--- config.mk ---
export PLATFORM = sky130hd
export DESIGN_NAME = fdtd_ez_select_pipe_flat
export DESIGN_NICKNAME = d
export VERILOG_FILES = /design/src/rtl/fdtd_ez_select_pipe_pkg.sv /design/src/rtl/fdtd_ez_select_pipe_if.sv /design/src/rtl/fdtd_ez_select_pipe_skid_buf.sv /design/src/rtl/fdtd_ez_select_pipe.sv /design/src/flat_wrapper.sv
export SDC_FILE = /design/constraint.sdc
export NUM_CORES = 1
export LEC_CHECK = 0
export BUFFER_PORTS_ARGS = -buffer_cell sky130_fd_sc_hd__clkbuf_2
export CAP_MARGIN = 0
export CORE_ASPECT_RATIO = 1.75
export CORE_UTILIZATION = 50
export DETAILED_ROUTE_END_ITERATION = 12
export PLACE_DENSITY_LB_ADDON = 0.25
export REMOVE_ABC_BUFFERS = 1
export SLEW_MARGIN = 25
export SYNTH_ARGS = -nofsm -noshare
export SYNTH_HDL_FRONTEND = slang
export SYNTH_SLANG_ARGS = --single-unit
--- constraint.sdc ---
create_clock -name CLK -period 3.3 [get_ports CLK]
set_input_delay 0.33 -clock CLK [delete_from_list [all_inputs] [get_ports CLK]]
set_output_delay 0.33 -clock CLK [all_outputs]
set_load 0.05 [all_outputs]
--- src/rtl/fdtd_ez_select_pipe_pkg.sv ---
// Shared types and constants for the FDTD Ez source-select pipeline.
// The buffer-state encoding doubles as the occupancy count (0, 1 or 2 samples).
package fdtd_pkg;

  localparam int FDTD_DEF_DATA_WIDTH = 32;

  localparam int FDTD_SEL_STRICT = 0;
  localparam int FDTD_SEL_PRIO   = 1;

  typedef logic signed [FDTD_DEF_DATA_WIDTH-1:0] fdtd_data_t;

  typedef enum logic [1:0] {
    BUF_EMPTY = 2'd0,
    BUF_ONE   = 2'd1,
    BUF_FULL  = 2'd2
  } buf_state_e;

endpackage

--- src/rtl/fdtd_ez_select_pipe_if.sv ---
// Source-side and sink-side bus of the Ez select pipeline.
// Handshake: a sample moves on a rising clock edge where valid (|src_en_i or
// out_valid_o) and ready (in_ready_o or out_ready_i) are both high; while valid
// is high and ready is low the producer holds its payload unchanged.
interface fdtd_ez_select_pipe_if
  import fdtd_pkg::*;
#(
  parameter int W  = FDTD_DEF_DATA_WIDTH,
  parameter int N  = 4,
  parameter int IW = $clog2(N)
);
  logic [N-1:0]        src_en_i;
  logic [N*W-1:0]      src_data_i;
  logic                in_ready_o;
  logic                out_valid_o;
  logic                out_ready_i;
  logic signed [W-1:0] Ez_n_o;
  logic [IW-1:0]       sel_idx_o;

  modport master (
    output src_en_i, src_data_i, out_ready_i,
    input  in_ready_o, out_valid_o, Ez_n_o, sel_idx_o
  );

  modport slave (
    input  src_en_i, src_data_i, out_ready_i,
    output in_ready_o, out_valid_o, Ez_n_o, sel_idx_o
  );
endinterface

--- src/rtl/fdtd_ez_select_pipe_skid_buf.sv ---
// Generic 2-entry valid/ready buffer (main + skid) with a registered in_ready_o.
// Payload width is a parameter so the same block serves the Hx/Hy paths.
module fdtd_skid_buf
  import fdtd_pkg::*;
#(
  parameter int PW = 34
) (
  input  logic          clk,
  input  logic          rst_n,
  input  logic          in_valid_i,
  input  logic [PW-1:0] in_data_i,
  output logic          in_ready_o,
  output logic          out_valid_o,
  output logic [PW-1:0] out_data_o,
  input  logic          out_ready_i,
  output logic [1:0]    state_o
);

  localparam logic [1:0] ST_EMPTY = BUF_EMPTY;
  localparam logic [1:0] ST_ONE   = BUF_ONE;
  localparam logic [1:0] ST_FULL  = BUF_FULL;

  logic [1:0]    state_q, state_d;
  logic [PW-1:0] main_q, main_d;
  logic [PW-1:0] skid_q, skid_d;
  logic          in_ready_q, in_ready_d;
  logic          xfer;

  assign xfer = in_valid_i & in_ready_q;

  always_comb begin
    state_d = state_q;
    main_d  = main_q;
    skid_d  = skid_q;
    case (state_q)
      ST_EMPTY: begin
        if (xfer) begin
          main_d  = in_data_i;
          state_d = ST_ONE;
        end
      end
      ST_ONE: begin
        if (xfer && out_ready_i) begin
          main_d = in_data_i;
        end else if (xfer) begin
          skid_d  = in_data_i;
          state_d = ST_FULL;
        end else if (out_ready_i) begin
          state_d = ST_EMPTY;
        end
      end
      ST_FULL: begin
        if (out_ready_i) begin
          main_d  = skid_q;
          state_d = ST_ONE;
        end
      end
      default: state_d = ST_EMPTY;
    endcase
    // Ready looks at the next state so it is a flop, not a path from out_ready_i.
    in_ready_d = (state_d != ST_FULL);
  end

  always_ff @(posedge clk or negedge rst_n) begin
    if (!rst_n) begin
      state_q    <= ST_EMPTY;
      main_q     <= '0;
      skid_q     <= '0;
      in_ready_q <= 1'b0;
    end else begin
      state_q    <= state_d;
      main_q     <= main_d;
      skid_q     <= skid_d;
      in_ready_q <= in_ready_d;
    end
  end

  assign in_ready_o  = in_ready_q;
  assign out_valid_o = (state_q != ST_EMPTY);
  assign out_data_o  = main_q;
  assign state_o     = state_q;

endmodule

--- src/rtl/fdtd_ez_select_pipe.sv ---
// Registered Ez source selector: per-source enables pick one of NUM_SRC samples,
// multi-hot patterns are flagged and counted, the result leaves through a skid buffer.
module fdtd_ez_select_pipe
  import fdtd_pkg::*;
#(
  parameter int FDTD_DATA_WIDTH = 32,
  parameter int NUM_SRC         = 4,
  parameter int PRIO_MODE       = FDTD_SEL_STRICT,
  parameter int CNT_WIDTH       = 16
) (
  input  logic                 CLK,
  input  logic                 RST_N,
  input  logic                 clear_i,
  fdtd_ez_select_pipe_if.slave bus,
  output logic                 conflict_o,
  output logic [CNT_WIDTH-1:0] conflict_cnt_o,
  output logic [1:0]           buf_state_o
);

  localparam int IW = $clog2(NUM_SRC);
  localparam int PW = IW + FDTD_DATA_WIDTH;
  localparam logic [NUM_SRC-1:0] EN_ONE = NUM_SRC'(1);

  logic                       any_en;
  logic                       multi_hot;
  logic                       accept;
  logic                       buf_in_ready;
  logic [IW-1:0]              sel_idx;
  logic [FDTD_DATA_WIDTH-1:0] sel_data;
  logic [PW-1:0]              buf_out;
  logic [CNT_WIDTH-1:0]       cnt_q, cnt_d;
  logic                       flag_q, flag_d;

  assign any_en    = |bus.src_en_i;
  assign multi_hot = (bus.src_en_i & (bus.src_en_i - EN_ONE)) != '0;
  assign accept    = any_en & buf_in_ready;

  // Downward scan so the lowest set index is the last one written.
  always_comb begin
    sel_idx  = '0;
    sel_data = '0;
    for (int k = NUM_SRC - 1; k >= 0; k--) begin
      if (bus.src_en_i[k]) begin
        sel_idx  = IW'(k);
        sel_data = bus.src_data_i[k*FDTD_DATA_WIDTH +: FDTD_DATA_WIDTH];
      end
    end
    if (multi_hot && (PRIO_MODE == FDTD_SEL_STRICT)) begin
      sel_idx  = '0;
      sel_data = '0;
    end
  end

  // Clear has priority over a conflict arriving in the same cycle.
  always_comb begin
    cnt_d  = cnt_q;
    flag_d = flag_q;
    if (clear_i) begin
      cnt_d  = '0;
      flag_d = 1'b0;
    end else if (accept && multi_hot) begin
      flag_d = 1'b1;
      if (cnt_q != '1) cnt_d = cnt_q + CNT_WIDTH'(1);
    end
  end

  always_ff @(posedge CLK or negedge RST_N) begin
    if (!RST_N) begin
      cnt_q  <= '0;
      flag_q <= 1'b0;
    end else begin
      cnt_q  <= cnt_d;
      flag_q <= flag_d;
    end
  end

  fdtd_skid_buf #(
    .PW(PW)
  ) u_skid (
    .clk        (CLK),
    .rst_n      (RST_N),
    .in_valid_i (any_en),
    .in_data_i  ({sel_idx, sel_data}),
    .in_ready_o (buf_in_ready),
    .out_valid_o(bus.out_valid_o),
    .out_data_o (buf_out),
    .out_ready_i(bus.out_ready_i),
    .state_o    (buf_state_o)
  );

  assign bus.in_ready_o = buf_in_ready;
  assign bus.sel_idx_o  = buf_out[PW-1 -: IW];
  assign bus.Ez_n_o     = buf_out[FDTD_DATA_WIDTH-1:0];
  assign conflict_o     = flag_q;
  assign conflict_cnt_o = cnt_q;

endmodule

--- src/flat_wrapper.sv ---
// flat-port wrapper written by rule: the top's interface ports become plain ports
module fdtd_ez_select_pipe_flat import fdtd_pkg::*;
#(
  parameter int FDTD_DATA_WIDTH = 32,
  parameter int NUM_SRC         = 4,
  parameter int PRIO_MODE       = FDTD_SEL_STRICT,
  parameter int CNT_WIDTH       = 16
)
  (CLK, RST_N, clear_i, conflict_o, conflict_cnt_o, buf_state_o, bus_src_en_i, bus_src_data_i, bus_out_ready_i, bus_in_ready_o, bus_out_valid_o, bus_Ez_n_o, bus_sel_idx_o);
  fdtd_ez_select_pipe_if #(.W((32)), .N((4))) bus_i ();
  input  logic CLK;
  input  logic RST_N;
  input  logic clear_i;
  output logic conflict_o;
  output logic [CNT_WIDTH-1:0] conflict_cnt_o;
  output logic [1:0] buf_state_o;
  input wire logic [$bits(bus_i.src_en_i)-1:0] bus_src_en_i;
  input wire logic [$bits(bus_i.src_data_i)-1:0] bus_src_data_i;
  input wire logic [$bits(bus_i.out_ready_i)-1:0] bus_out_ready_i;
  output wire logic [$bits(bus_i.in_ready_o)-1:0] bus_in_ready_o;
  output wire logic [$bits(bus_i.out_valid_o)-1:0] bus_out_valid_o;
  output wire logic [$bits(bus_i.Ez_n_o)-1:0] bus_Ez_n_o;
  output wire logic [$bits(bus_i.sel_idx_o)-1:0] bus_sel_idx_o;
  assign bus_i.src_en_i = bus_src_en_i;
  assign bus_i.src_data_i = bus_src_data_i;
  assign bus_i.out_ready_i = bus_out_ready_i;
  assign bus_in_ready_o = bus_i.in_ready_o;
  assign bus_out_valid_o = bus_i.out_valid_o;
  assign bus_Ez_n_o = bus_i.Ez_n_o;
  assign bus_sel_idx_o = bus_i.sel_idx_o;
  fdtd_ez_select_pipe #(.FDTD_DATA_WIDTH(FDTD_DATA_WIDTH), .NUM_SRC(NUM_SRC), .PRIO_MODE(PRIO_MODE), .CNT_WIDTH(CNT_WIDTH)) u_core (.CLK(CLK), .RST_N(RST_N), .clear_i(clear_i), .bus(bus_i), .conflict_o(conflict_o), .conflict_cnt_o(conflict_cnt_o), .buf_state_o(buf_state_o));
endmodule
After elaboration in Yosys (flattened, before gate mapping) --
Index checks and enable logic that the tools add are counted.
Storage, ports and cells: register bits after elaboration 88, bits in latches 0, memory bits (writable) 0, memory bits (read-only) 0, input bits 136, output and inout port bits 55, word-level logic and storage cells 55, memories kept 0
Cells by class: add/subtract/negate cells 2, multipliers 0, divide/modulo/power cells 0, order comparisons 0, equality and inequality tests 7, shift-type cells 0, multiplexer cells 25, bitwise operators 3, reductions and logical operators 12
Operators with widths (count):
- two-way mux 32 bit | 5
- two-way mux 34 bit | 3
- case mux 34 bit (3 select lines) | 1
- two-way mux 16 bit | 3
- two-way mux 2 bit | 10
- adder 16 x 1 -> 16 bit, second input constant | 1
- inequality test 16 bit, second input constant | 1
- inequality test 2 bit, second input constant | 3
- case mux 2 bit (3 select lines) | 1
- nonzero test 2 bit | 3
- AND 4 bit | 1
- AND reduction 4 bit | 1
- nonzero test 4 bit | 1
- OR reduction 4 bit | 1
- subtractor 4 x 1 -> 4 bit, second input constant | 1
- AND reduction 3 bit | 1
- nonzero test 3 bit | 1
- == test 2 x 1 -> 1 bit, second input constant | 1
- == test 2 bit, second input constant | 1
- logical AND 1 bit | 2
- logical NOT 2 bit | 1
- two-way mux 1 bit | 2
- inequality test 2 x 1 -> 1 bit, second input constant | 1
- AND reduction 2 bit | 1
- 2 further kinds | 2

Logic depth before layout (Yosys ltp) --
Gate-level depths: netlist of run 1.
word-level depth 7, gate-level depth with buffers 8, gate-level depth less buffers 5

Cells and area by module --
A second synthesis of run 1 with hierarchy kept.
Second synthesis, totals: cell total of the unflattened synthesis 513, area total of the unflattened synthesis 5345.1 um2
By module, submodules not included:
- fdtd_skid_buf | times used 1, cells an instance 204, area an instance 3131.8 um2
- fdtd_ez_select_pipe | times used 1, cells an instance 309, area an instance 2213.4 um2

Least setup slack after synthesis of run 1 --
Ideal clock, no wire load.
path kind reg2reg, start reg u_core.cnt_q[0], in the netlist u_core.conflict_cnt_o[0], end reg u_core.cnt_q[1], in the netlist u_core.conflict_cnt_o[1], data arrival time 2.083 ns, setup slack 1.139 ns, stages on the path, launching flop included 7, path through dfrtp_1 -> ha_1 -> nand4_1 -> nor4_2 -> clkbuf_1 -> o21ai_0 -> a21oi_1
On the way: cells in the longest elaborated chain, start to end 4, elaborated cells on any way between the ends 7, those cells by class add/sub (1); eq/ne (1); mux (3); reduce/logical (2)
Ends and longest elaborated chain:
- start: declaration | line fdtd_ez_select_pipe.sv:31 | logic [CNT_WIDTH-1:0] cnt_q, cnt_d;
- start signal: assignment | line fdtd_ez_select_pipe.sv:72 | cnt_q <= cnt_d;
- adder 16 x 1 -> 16 bit | line fdtd_ez_select_pipe.sv:63 | if (cnt_q != '1) cnt_d = cnt_q + CNT_WIDTH'(1);
- two-way mux 16 bit | line fdtd_ez_select_pipe.sv:63
- two-way mux 16 bit | line fdtd_ez_select_pipe.sv:61 | end else if (accept && multi_hot) begin
- two-way mux 16 bit | line fdtd_ez_select_pipe.sv:58 | if (clear_i) begin
Parallel ways exist; a longest one is shown, timed or not. The select of a mux whose other input is x is not followed. A chain may end at the register's enable or synchronous reset.

Final worst setup path of run 1 --
start reg u_core.u_skid.state_q[0], in the netlist u_core.u_skid.state_o[0], end reg u_core.u_skid.skid_q[9]
On the way: cells in the longest elaborated chain, start to end 2
Ends and longest elaborated chain:
- start: declaration | line fdtd_ez_select_pipe_skid_buf.sv:23 | logic [1:0] state_q, state_d;
- start signal: assignment | line fdtd_ez_select_pipe_skid_buf.sv:71 | state_q <= state_d;
- == test 2 x 1 -> 1 bit | line fdtd_ez_select_pipe_skid_buf.sv:35 | case (state_q)
- AND reduction 3 bit (no source line)
- end signal: assignment | line fdtd_ez_select_pipe_skid_buf.sv:73 | skid_q <= skid_d;
- end: declaration | line fdtd_ez_select_pipe_skid_buf.sv:25 | logic [PW-1:0] skid_q, skid_d;
Every way passes these cells.

==> results of run 1 <==
## routing by layer
layer / GRT usage [%] / up-vias / part of all wire [%]
met1: 32.1 / 2510 / 40
met5: 0 / - / 0
met4: 13.0 / 0 / 2.7
met3: 4.20 / 25 / 4.2
li1: - / 2524 / -
met2: 50.4 / 161 / 53
## repair_timing
| item | 4_1_cts | 5_1_grt |
|---|---|---|
| hold buffers | 1 | 0 |
| hold endpoints to repair | 4 | 0 |
| endpoints found under the setup margin | 0 | 0 |
| gates resized for setup | 0 | 0 |
## stage by stage
step                      hold WS [ns]  utilization, %  instance area (sq um)  worst slack, ns
after floorplan                 0.0344               -                   4940            0.289
after global placement           0.357            61.9                   6170            0.931
after detailed placement         0.365            61.9                   6170            0.845
after CTS                        0.242            65.1                   6490             1.10
after global routing             0.257            65.1                   6490            0.947
final                            0.256            65.1                   6490             1.09
## cell usage after synthesis, types with 4 or more instances
cell and instances:
a21oi_1 50, a221oi_1 62, and2_1 31, and3_1 4, buf_1 4, buf_2 20
clkbuf_1 27, dfrtp_1 88, inv_1 66, nand2_1 45, nand3_1 4, nand3b_1 33
nand4_1 4, nor2_1 39, o21ai_0 42, o21ai_1 34, o31ai_1 11, or3_1 8
or4_1 8
## worst register-to-register path: stages, from the launching register on
cell	delay (ns)
dfrtp_1	0.50
nor2b_1	0.29
or3b_2	0.78
buf_4	0.35
nand2_1	0.10
o21ai_0	0.08
## registers in the layout, summed over array words and instances, names as in the netlist
signal	flops
u_core.conflict_o	1
u_core.conflict_cnt_o	16
u_core.u_skid.in_ready_o	1
u_core.u_skid.skid_q	34
u_core.u_skid.state_o	2
u_core.u_skid.out_data_o	34
## area by class of cell
type	instances	area share [%]
timing repair buffer	205	16.5
sequential	88	34.0
clock inverter	6	1.02
inverter	66	3.82
clock buffer	10	3.68
tap	125	2.41
multi-input combinational	407	38.6
## logic make-up after synthesis
group | share of synthesized area, %
simple gates | 20.2
compound gates | 26.0
buf+inv | 9.40
xor+xnor | 0.338
flops | 42.5
fa+ha+maj | 0.652
mux | 0.846
## report_power, final
part / total (mW) / switching [mW] / internal (mW)
combinational: 2.36 / 1.68 / 0.681
sequential: 1.73 / 0.252 / 1.48
clock: 1.03 / 0.424 / 0.611
total: 5.13 / 2.35 / 2.77
## worst max-delay path by stage
stage | from | end | cells past startpoint
floorplan | u_core.u_skid.in_ready_o$_DFF_PN0_ | u_core.u_skid.out_data_o[0]$_DFFE_PN0P_ | 3
global placement | bus_src_en_i[2] | u_core.u_skid.skid_q[3]$_DFFE_PN0P_ | 5
detailed placement | bus_src_en_i[2] | u_core.u_skid.skid_q[3]$_DFFE_PN0P_ | 5
CTS | u_core.u_skid.state_o[0]$_DFF_PN0_ | u_core.u_skid.skid_q[9]$_DFFE_PN0P_ | 5
global route | u_core.u_skid.state_o[0]$_DFF_PN0_ | u_core.u_skid.skid_q[1]$_DFFE_PN0P_ | 5
finish | u_core.u_skid.state_o[0]$_DFF_PN0_ | u_core.u_skid.skid_q[9]$_DFFE_PN0P_ | 5
## cell usage in the layout (no fill, tap or decap), types with 3 or more instances in the layout
cell       instances
clkbuf_16          9
nand3b_1          33
a21oi_1           50
nor2_1            39
mux2_1             3
nand4_1            4
o21ai_0           42
o31ai_1           11
buf_4             15
and2_1            31
dfrtp_1           88
o21ai_1           33
or3_1              8
a221oi_1          62
inv_1             66
nand2_1           45
nand3_1            4
or4_1              8
and3_1             4
clkbuf_2         189
==> summary.md, run 1 <==
| Metric | Value |
|---|---|
| Status | `finished clean` |
| Post-Route WL | `14500 microns` |
| Sequential cell area | `0.00220 sq mm` |
| Hold Path Class | `in2reg` |
| Multi-input gate area | `0.00251 sq mm` |
| Congestion Overflow GR | `0` |
| Post-synth top area share | `42.5%` |
| Critical path buffers and inverters | `1` |
| TritonCTS buffer count | `9` |
| Critical path's top delay family | `simple AND/OR/NAND/NOR gates` |
| CP Max Fanout | `39` |
| Synth cell types | `44` |
| Layout cells sized above 1 | `29.2%` |
| PwrDens | `790 mW/mm^2` |
| Gpl congestion | `0.815` |
| Setup_tns | `0 ns` |
| Die X | `78.9 microns` |
| Via Count | `5220` |
| Drt via density | `5.76` |
| First-pass detailed-route iteration total | `5` |
| ANT cells | `0` |
| Type of origin of the critical path | `register` |
| Fin nets | `914` |
| Crit path cell chain | `nor2b_1, or3b_2, buf_4, nand2_1, o21ai_0` |
| Synth Instances | `615` |
| Max incr delay on CP | `0.78 ns` |
| DR WL/cell | `16.0 microns` |
| Register area share after synthesis | `42.5%` |
| Top cells by area, synth | `dfrtp_1 (43%), a221oi_1 (10%), a21oi_1 (4.8%)` |
| Cell Count, Final, Fillers Out | `907` |
| Synth Register Bits | `88` |
| Max-cap check violation count | `0` |
| Endpoint, Worst Hold | `u_core.u_skid.state_o[1]$_DFF_PN0_` |
| Rows | `48` |
| Total clock sinks | `88` |
| GRT Resource Usage Total | `28.0%` |
| Hold Crit Depth | `2` |
| DRT iter0 DRCs | `384` |
| Max Clock Skew | `0.00372 ns` |
| Synth warnings | `0` |
| EDFF count, synth | `0` |
| Reg2reg start | `u_core.u_skid.state_o[0]$_DFF_PN0_` |
| Vias in the first global route | `5212` |
| H-tree levels | `3` |
| DRC Markers | `0` |
| Final Hold Viols | `0` |
| CTS tree | `built` |
| Die height | `137 microns` |
| Final Critical Period | `2.21 ns` |
| Syn-to-layout area delta | `25.2%` |
| ANT nets after route | `0` |
| Global-route wire length before repair | `23400 microns` |
| Io pins | `191` |
| Max Root-Sink Buffers | `2` |
| Slew Viols, Final | `0` |
| Main synth FF type | `dfrtp_1` |
| Critical path type | `reg2reg` |
| Slew HR | `48.2%` |
| Reg2reg end | `u_core.u_skid.skid_q[9]$_DFFE_PN0P_` |
| Cell taking the most area after synthesis | `dfrtp_1` |
| RSZ-0062 raised after global routing | `no` |
| Antenna violations before repair | `0` |
| Max stage delay cell, worst path | `or3b_2` |
| IR drop worst, VDD | `0.494 mV` |
| Fraction of registers with async set/reset | `100%` |
| R2r setup slk | `1.09 ns` |
| Worst reg2reg path depth | `5` |
| Clock root cell | `clkbuf_16` |
| Layout fillers | `873` |
| Die area | `0.0108 sq mm` |
| Crit path DAT | `2.43 ns` |
| Placed cell count | `890` |
| Clock Latency Late Sink | `0.34 ns` |
| Setup crit end kind | `register` |
| Post-synthesis instance area | `0.00518 sq mm` |
| Pin count of the biggest net entering global routing | `60` |
| Core area | `0.00997 sq mm` |
| Worst-Margin Slew | `0.776 ns` |
| # port buffers | `190` |
| Leak | `3.19 nW` |
| Reg clk slew, reported paths | `0.06 ns` |
| Effective utilization at floorplan | `51.9%` |
| # Post-CTS Setup Buffers | `0` |
| Hpwl dp | `10300 microns` |
| Critical Path RT | `3.51 ns` |
| Tcrit/Tclk final | `67.1%` |
| Min-delay src | `bus_out_ready_i` |
| Total power | `5.13 mW` |
| Max Fclk | `452 MHz` |
| Avg Cell Area, Syn | `8.42 sq um` |
| Final count of negative-setup-slack endpoints | `0` |
Note: power is estimated with default switching activity, not from simulation.
==> run 2, diff against run 1 <==
Clock period 3.3 ns to 2.27 ns, I/O delays scaled along.
==> run 2 against run 1 <==
Combinational power increased by 50%. Design area increased by 0.89%. Cell count increased by 0.77%. Non-clock buffer count increased by 7. Global-route usage about the same. Die area unchanged.
==> summary.md, run 2 (synthesis gave the netlist of run 1 again) <==
| Metric | Value |
|---|---|
| Status | `finished clean (unchanged)` |
| Io pins | `191 (unchanged)` |
| Fin nets | `921 (was 914)` |
| Reg2reg start | `u_core.conflict_cnt_o[0]$_DFFE_PN0P_ (was u_core.u_skid.state_o[0]$_DFF_PN0_)` |
| Max Clock Skew | `0.00633 ns (was 0.00372 ns)` |
| ANT nets after route | `0 (unchanged)` |
| TritonCTS buffer count | `9 (unchanged)` |
| Crit path DAT | `2.23 ns (was 2.43 ns)` |
| Hold Crit Depth | `2 (unchanged)` |
| Min-delay src | `bus_out_ready_i (unchanged)` |
| Die area | `0.0108 sq mm (unchanged)` |
| Worst reg2reg path depth | `5 (unchanged)` |
| GRT Resource Usage Total | `28.0% (about the same)` |
| Drt via density | `5.82 (was 5.76)` |
| IR drop worst, VDD | `0.607 mV (was 0.494 mV)` |
| Hold Path Class | `in2reg (unchanged)` |
| Setup WS post-layout | `0.270 ns (was 1.09 ns)` |
| CP Max Fanout | `6 (was 39)` |
| Setup crit end kind | `register (unchanged)` |
| Max-cap check violation count | `0 (unchanged)` |
| H-tree levels | `3 (unchanged)` |
| Congestion Overflow GR | `0 (unchanged)` |
| Syn-to-layout area delta | `26.4% (was 25.2%)` |
| Post-CTS sizing | `0 (unchanged)` |
| Layout cells sized above 1 | `29.7% (was 29.2%)` |
| Dpl ws | `0.222 ns (was 0.845 ns)` |
| Hold_ws | `0.179 ns (was 0.256 ns)` |
| Max Root-Sink Buffers | `2 (unchanged)` |
| # port buffers | `190 (unchanged)` |
| Slew Viols, Final | `0 (unchanged)` |
| Endpoint, Worst Hold | `u_core.u_skid.state_o[1]$_DFF_PN0_ (unchanged)` |
| R2r setup slk | `0.27 ns (was 1.09 ns)` |
| Rows | `48 (unchanged)` |
| Max Fclk | `500 MHz (was 452 MHz)` |
| Reg2reg end | `u_core.conflict_cnt_o[11]$_DFFE_PN0P_ (was u_core.u_skid.skid_q[9]$_DFFE_PN0P_)` |
| Antenna violations before repair | `0 (unchanged)` |
| ANT cells | `0 (unchanged)` |
| Commonest non-fill, non-tap cell in the layout | `clkbuf_2 (unchanged)` |
| Pin count of the biggest net entering global routing | `65 (was 60)` |
| Final Hold Viols | `0 (unchanged)` |
| DR WL/cell | `16.6 microns (was 16.0 microns)` |
| Slew HR | `50.8% (was 48.2%)` |
| Die height | `137 microns (unchanged)` |
| Final Critical Period | `2.00 ns (was 2.21 ns)` |
| Global-route wire length before repair | `23600 microns (was 23400 microns)` |
| DRC Markers | `0 (unchanged)` |
| CTS tree | `built (unchanged)` |
| Effective utilization at floorplan | `51.9% (unchanged)` |
| Vias in the first global route | `5104 (was 5212)` |
| Clock Latency Late Sink | `0.34 ns (about the same)` |
| Critical path type | `reg2reg (unchanged)` |
| Type of origin of the critical path | `register (unchanged)` |
| Die X | `78.9 microns (unchanged)` |
| Clock root cell | `clkbuf_16 (unchanged)` |
| Core area | `0.00997 sq mm (unchanged)` |
| Via Count | `5316 (was 5220)` |
| Gpl congestion | `0.798 (was 0.815)` |
| Post-Route WL | `15200 microns (was 14500 microns)` |
| Worst-Margin Slew | `0.733 ns (was 0.776 ns)` |
| DRT iter0 DRCs | `413 (was 384)` |
| Reg clk slew, reported paths | `0.06 ns (about the same)` |
| RSZ-0062 raised after global routing | `no (unchanged)` |
| Final count of negative-setup-slack endpoints | `0 (unchanged)` |
| Tcrit/Tclk final | `88.1% (was 67.1%)` |
| First-pass detailed-route iteration total | `7 (was 5)` |
| Leak | `3.21 nW (was 3.19 nW)` |
| Critical Path RT | `2.50 ns (was 3.51 ns)` |
| Total clock sinks | `88 (unchanged)` |
| Most frequent cells in the layout | `clkbuf_2 (189), dfrtp_1 (88), inv_1 (66) (unchanged)` |
| Hpwl dp | `10900 microns (was 10300 microns)` |
| PwrDens | `1140 mW/mm^2 (was 790 mW/mm^2)` |
run 2: worst max-delay path, cell delays in order (launching register included):
cell,delay (ns)
dfrtp_1,0.42
ha_1,0.23
nand4_1,0.19
o311ai_0,0.61
nor2_1,0.11
mux2_1,0.33
run 2: cell type report:
type	count	area, sq um
Fill cell	883	3430
Multi-Input combinational cell	407	2510
Sequential cell	88	2200
Timing Repair Buffer	212	1150
Clock buffer	12	256
Inverter	66	248
Tap cell	125	156
Clock inverter	4	28.8
run 2: power by group:
part / total, mW / switching, mW / internal, mW
combinational: 3.55 / 2.52 / 1.03
sequential: 2.51 / 0.352 / 2.15
clock: 1.42 / 0.617 / 0.802
run 2: repair_timing:
action	4_1_cts	5_1_grt
hold buffers	1	0
buffers inserted	0	0
endpoints found under the hold margin	34	0
run 2: worst max path at each step:
stage          slack, ns                                       end                                 start  depth (start not counted)
2_1_floorplan      -0.74   u_core.u_skid.out_data_o[0]$_DFFE_PN0P_    u_core.u_skid.in_ready_o$_DFF_PN0_                          3
3_3_place_gp        0.36  u_core.u_skid.out_data_o[23]$_DFFE_PN0P_                       bus_src_en_i[0]                          6
3_5_place_dp        0.22  u_core.u_skid.out_data_o[30]$_DFFE_PN0P_                       bus_src_en_i[2]                          6
4_1_cts             0.27     u_core.conflict_cnt_o[11]$_DFFE_PN0P_  u_core.conflict_cnt_o[0]$_DFFE_PN0P_                          5
5_1_grt              0.1     u_core.conflict_cnt_o[11]$_DFFE_PN0P_  u_core.conflict_cnt_o[0]$_DFFE_PN0P_                          5
6_report            0.27     u_core.conflict_cnt_o[11]$_DFFE_PN0P_  u_core.conflict_cnt_o[0]$_DFFE_PN0P_                          5
run 2: layer usage:
metal  global-route usage [%]  wire length, microns  up-vias
met5                        0                     0        -
met4                     9.90                   306        0
met3                     6.00                   925       21
met2                     52.2                  8240      176
met1                     30.7                  5690     2589
li1                         -                     -     2530
run 2: metrics by stage:
step / total power [mW] / area [sq um] / utilization [%] / setup TNS, ns / std cells
after floorplan: 4.88 / 4940 / - / -23.65 / 561
after global placement: 5.92 / 6250 / 62.7 / 0 / 897
after detailed placement: 6.06 / 6250 / 62.7 / 0 / 897
after CTS: 7.50 / 6540 / 65.6 / 0 / 914
after global routing: 7.86 / 6540 / 65.6 / 0 / 914
final: 7.47 / 6540 / 65.6 / 0 / 914
==> run 3, diff against run 2 <==
Settings changed: CELL_PAD_IN_SITES_DETAIL_PLACEMENT set to 1, CELL_PAD_IN_SITES_GLOBAL_PLACEMENT set to 1, CORE_UTILIZATION 50 to 36.
==> run 3 against run 2 <==
Flip-flop and latch count did not move. Die area grew 38%. Sequential share of layout area shrank 0.48 points. Combinational power barely moved. Highest routed layer unchanged. Routed wire length grew 13%.
==> summary.md, run 3 (synthesis gave the netlist of run 1 again) <==
| Metric | Value |
|---|---|
| Layout cells sized above 1 | `29.8% (was 29.7%)` |
| Setup WS post-layout | `0.216 ns (was 0.270 ns)` |
| Global-route wire length before repair | `28000 microns (was 23600 microns)` |
| Clock Latency Late Sink | `0.34 ns (about the same)` |
| Slew HR | `47.7% (was 50.8%)` |
| Max Fclk | `487 MHz (was 500 MHz)` |
| Tcrit/Tclk final | `90.5% (was 88.1%)` |
| Final Critical Period | `2.05 ns (was 2.00 ns)` |
| Hold Path Class | `in2reg (unchanged)` |
| Layout fillers | `1777 (was 883)` |
| Critical Path RT | `2.49 ns (was 2.50 ns)` |
| Die height | `161 microns (was 137 microns)` |
| Sequential cell area | `0.00220 sq mm (unchanged)` |
| Critical path type | `reg2reg (unchanged)` |
| Die X | `92.7 microns (was 78.9 microns)` |
| Max-cap check violation count | `0 (unchanged)` |
| Total clock sinks | `88 (unchanged)` |
| Fin nets | `923 (was 921)` |
| Status | `finished clean (unchanged)` |
| Leak | `3.23 nW (was 3.21 nW)` |
| Type of origin of the critical path | `register (unchanged)` |
| IR drop worst, VDD | `0.533 mV (was 0.607 mV)` |
| # port buffers | `190 (unchanged)` |
| Most frequent cells in the layout | `clkbuf_2 (189), dfrtp_1 (88), inv_1 (66) (unchanged)` |
| Post-Route WL | `17200 microns (was 15200 microns)` |
| Slew Viols, Final | `0 (unchanged)` |
| Dpl ws | `0.158 ns (was 0.222 ns)` |
| Max Root-Sink Buffers | `2 (unchanged)` |
| TritonCTS buffer count | `9 (unchanged)` |
| Effective utilization at floorplan | `37.0% (was 51.9%)` |
| Pin count of the biggest net entering global routing | `69 (was 65)` |
| Max stage delay cell, worst path | `o311ai_0 (unchanged)` |
| Antenna violations before repair | `0 (unchanged)` |
| Syn-to-layout area delta | `28.2% (was 26.4%)` |
| Worst reg2reg path depth | `5 (unchanged)` |
| First-pass detailed-route iteration total | `4 (was 7)` |
| Core area | `0.0140 sq mm (was 0.00997 sq mm)` |
| Hpwl dp | `12800 microns (was 10900 microns)` |
| Crit path DAT | `2.28 ns (was 2.23 ns)` |
| Vias in the first global route | `5886 (was 5104)` |
| CP Max Fanout | `6 (unchanged)` |
| DR WL/cell | `17.8 microns (was 16.6 microns)` |
| Via Count | `5391 (was 5316)` |
| Max incr delay on CP | `0.65 ns (was 0.61 ns)` |
| H-tree levels | `3 (unchanged)` |
| Max Clock Skew | `0.00538 ns (was 0.00633 ns)` |
| ANT nets after route | `0 (unchanged)` |
| Multi-input gate area | `0.00251 sq mm (unchanged)` |
| Post-route core utilization | `47.5% (was 65.6%)` |
| Commonest non-fill, non-tap cell in the layout | `clkbuf_2 (unchanged)` |
| Drt via density | `5.57 (was 5.82)` |
| Rows | `57 (was 48)` |
| DRT iter0 DRCs | `237 (was 413)` |
| Gpl congestion | `0.823 (was 0.798)` |
| Clock root cell | `clkbuf_16 (unchanged)` |
| Hold Crit Depth | `2 (unchanged)` |
| RSZ-0062 raised after global routing | `no (unchanged)` |
| Setup crit end kind | `register (unchanged)` |
| ANT cells | `0 (unchanged)` |
| Setup_tns | `0 ns (unchanged)` |
| Final count of negative-setup-slack endpoints | `0 (unchanged)` |
| Reg clk slew, reported paths | `0.06 ns (about the same)` |
| Critical path buffers and inverters | `0 (unchanged)` |
| Final Hold Viols | `0 (unchanged)` |
| GRT Resource Usage Total | `23.5% (was 28.0%)` |
| Crit path cell chain | `ha_1, nand4_1, o311ai_0, nor2_1, mux2_1 (unchanged)` |
| CTS tree | `built (unchanged)` |
| Hold_ws | `0.156 ns (was 0.179 ns)` |
| Worst-Margin Slew | `0.779 ns (was 0.733 ns)` |
| PwrDens | `1140 mW/mm^2 (about the same)` |
| Critical path's top delay family | `compound AO/OA/AOI/OAI gates (unchanged)` |
| Io pins | `191 (unchanged)` |
| Congestion Overflow GR | `0 (unchanged)` |
| Worst path depth | `5 (unchanged)` |
| Die area | `0.0149 sq mm (was 0.0108 sq mm)` |
| DRC Markers | `0 (unchanged)` |
==> run 3: cell count changes in the layout (fill, tap and decap cells not counted), sizes merged <==
cell      previous run  this run
buf                 22        24
bufinv               0         1
clkbuf             201       200
clkinv               2         3
clkinvlp             2         1
==> run 3: repair_timing <==
action / 4_1_cts / 5_1_grt
gates resized for setup: 0 / 0
hold buffers: 1 / 0
buffers inserted: 0 / 0
hold endpoints to repair: 33 / 0
==> run 3: final cells by class <==
class | instances | area share (%)
Multi-Input combinational cell | 407 | 37.8
Sequential cell | 88 | 33.2
Timing Repair Buffer | 214 | 17.5
Inverter | 66 | 3.73
Clock buffer | 11 | 3.66
Tap cell | 177 | 3.34
Clock inverter | 5 | 0.848
==> run 3: path summary, 6_finish.rpt <==
| kind | startpoint | end | slack [ns] |
|---|---|---|---|
| max reg2reg | u_core.conflict_cnt_o[0]$_DFFE_PN0P_ | u_core.conflict_cnt_o[11]$_DFFE_PN0P_ | 0.22 |
| max in group asynchronous | RST_N | u_core.u_skid.out_data_o[18]$_DFFE_PN0P_ | 1.10 |
| min reg2reg | u_core.u_skid.skid_q[4]$_DFFE_PN0P_ | u_core.u_skid.skid_q[4]$_DFFE_PN0P_ | 0.48 |
| min in group asynchronous | RST_N | u_core.u_skid.out_data_o[0]$_DFFE_PN0P_ | 0.49 |
| min | bus_out_ready_i | u_core.u_skid.state_o[1]$_DFF_PN0_ | 0.16 |
| max | u_core.conflict_cnt_o[0]$_DFFE_PN0P_ | u_core.conflict_cnt_o[11]$_DFFE_PN0P_ | 0.22 |
==> run 3: report_power, final <==
part           total [mW]  internal [mW]  switching, mW  leakage [nW]
clock                1.48          0.881          0.604         0.145
combinational        3.56           1.02           2.54          1.94
sequential           2.51           2.15          0.352          1.14
==> run 3: worst reg2reg max path: stages (launching register included) <==
cell	delay, ns
dfrtp_1	0.41
ha_1	0.23
nand4_1	0.22
o311ai_0	0.65
nor2_1	0.10
mux2_1	0.32
==> run 3: per-stage QoR <==
| step | instances | instance area [sq um] | total power [mW] |
|---|---|---|---|
| final | 968 | 6640 | 7.55 |
| after detailed placement | 951 | 6330 | 6.12 |
| after CTS | 968 | 6640 | 7.65 |
| after global placement | 951 | 6330 | 5.98 |
| after floorplan | 561 | 4940 | 4.88 |
| after global routing | 968 | 6640 | 8.00 |
==> run 3: routing by layer <==
| layer | vias to the layer above | part of all wire, % | global-route usage, % |
|---|---|---|---|
| li1 | 2535 | - | - |
| met1 | 2641 | 37 | 25.4 |
| met2 | 169 | 54 | 42.8 |
| met3 | 46 | 5.2 | 4.59 |
| met4 | 0 | 4.2 | 11.9 |
| met5 | - | 0 | 0 |
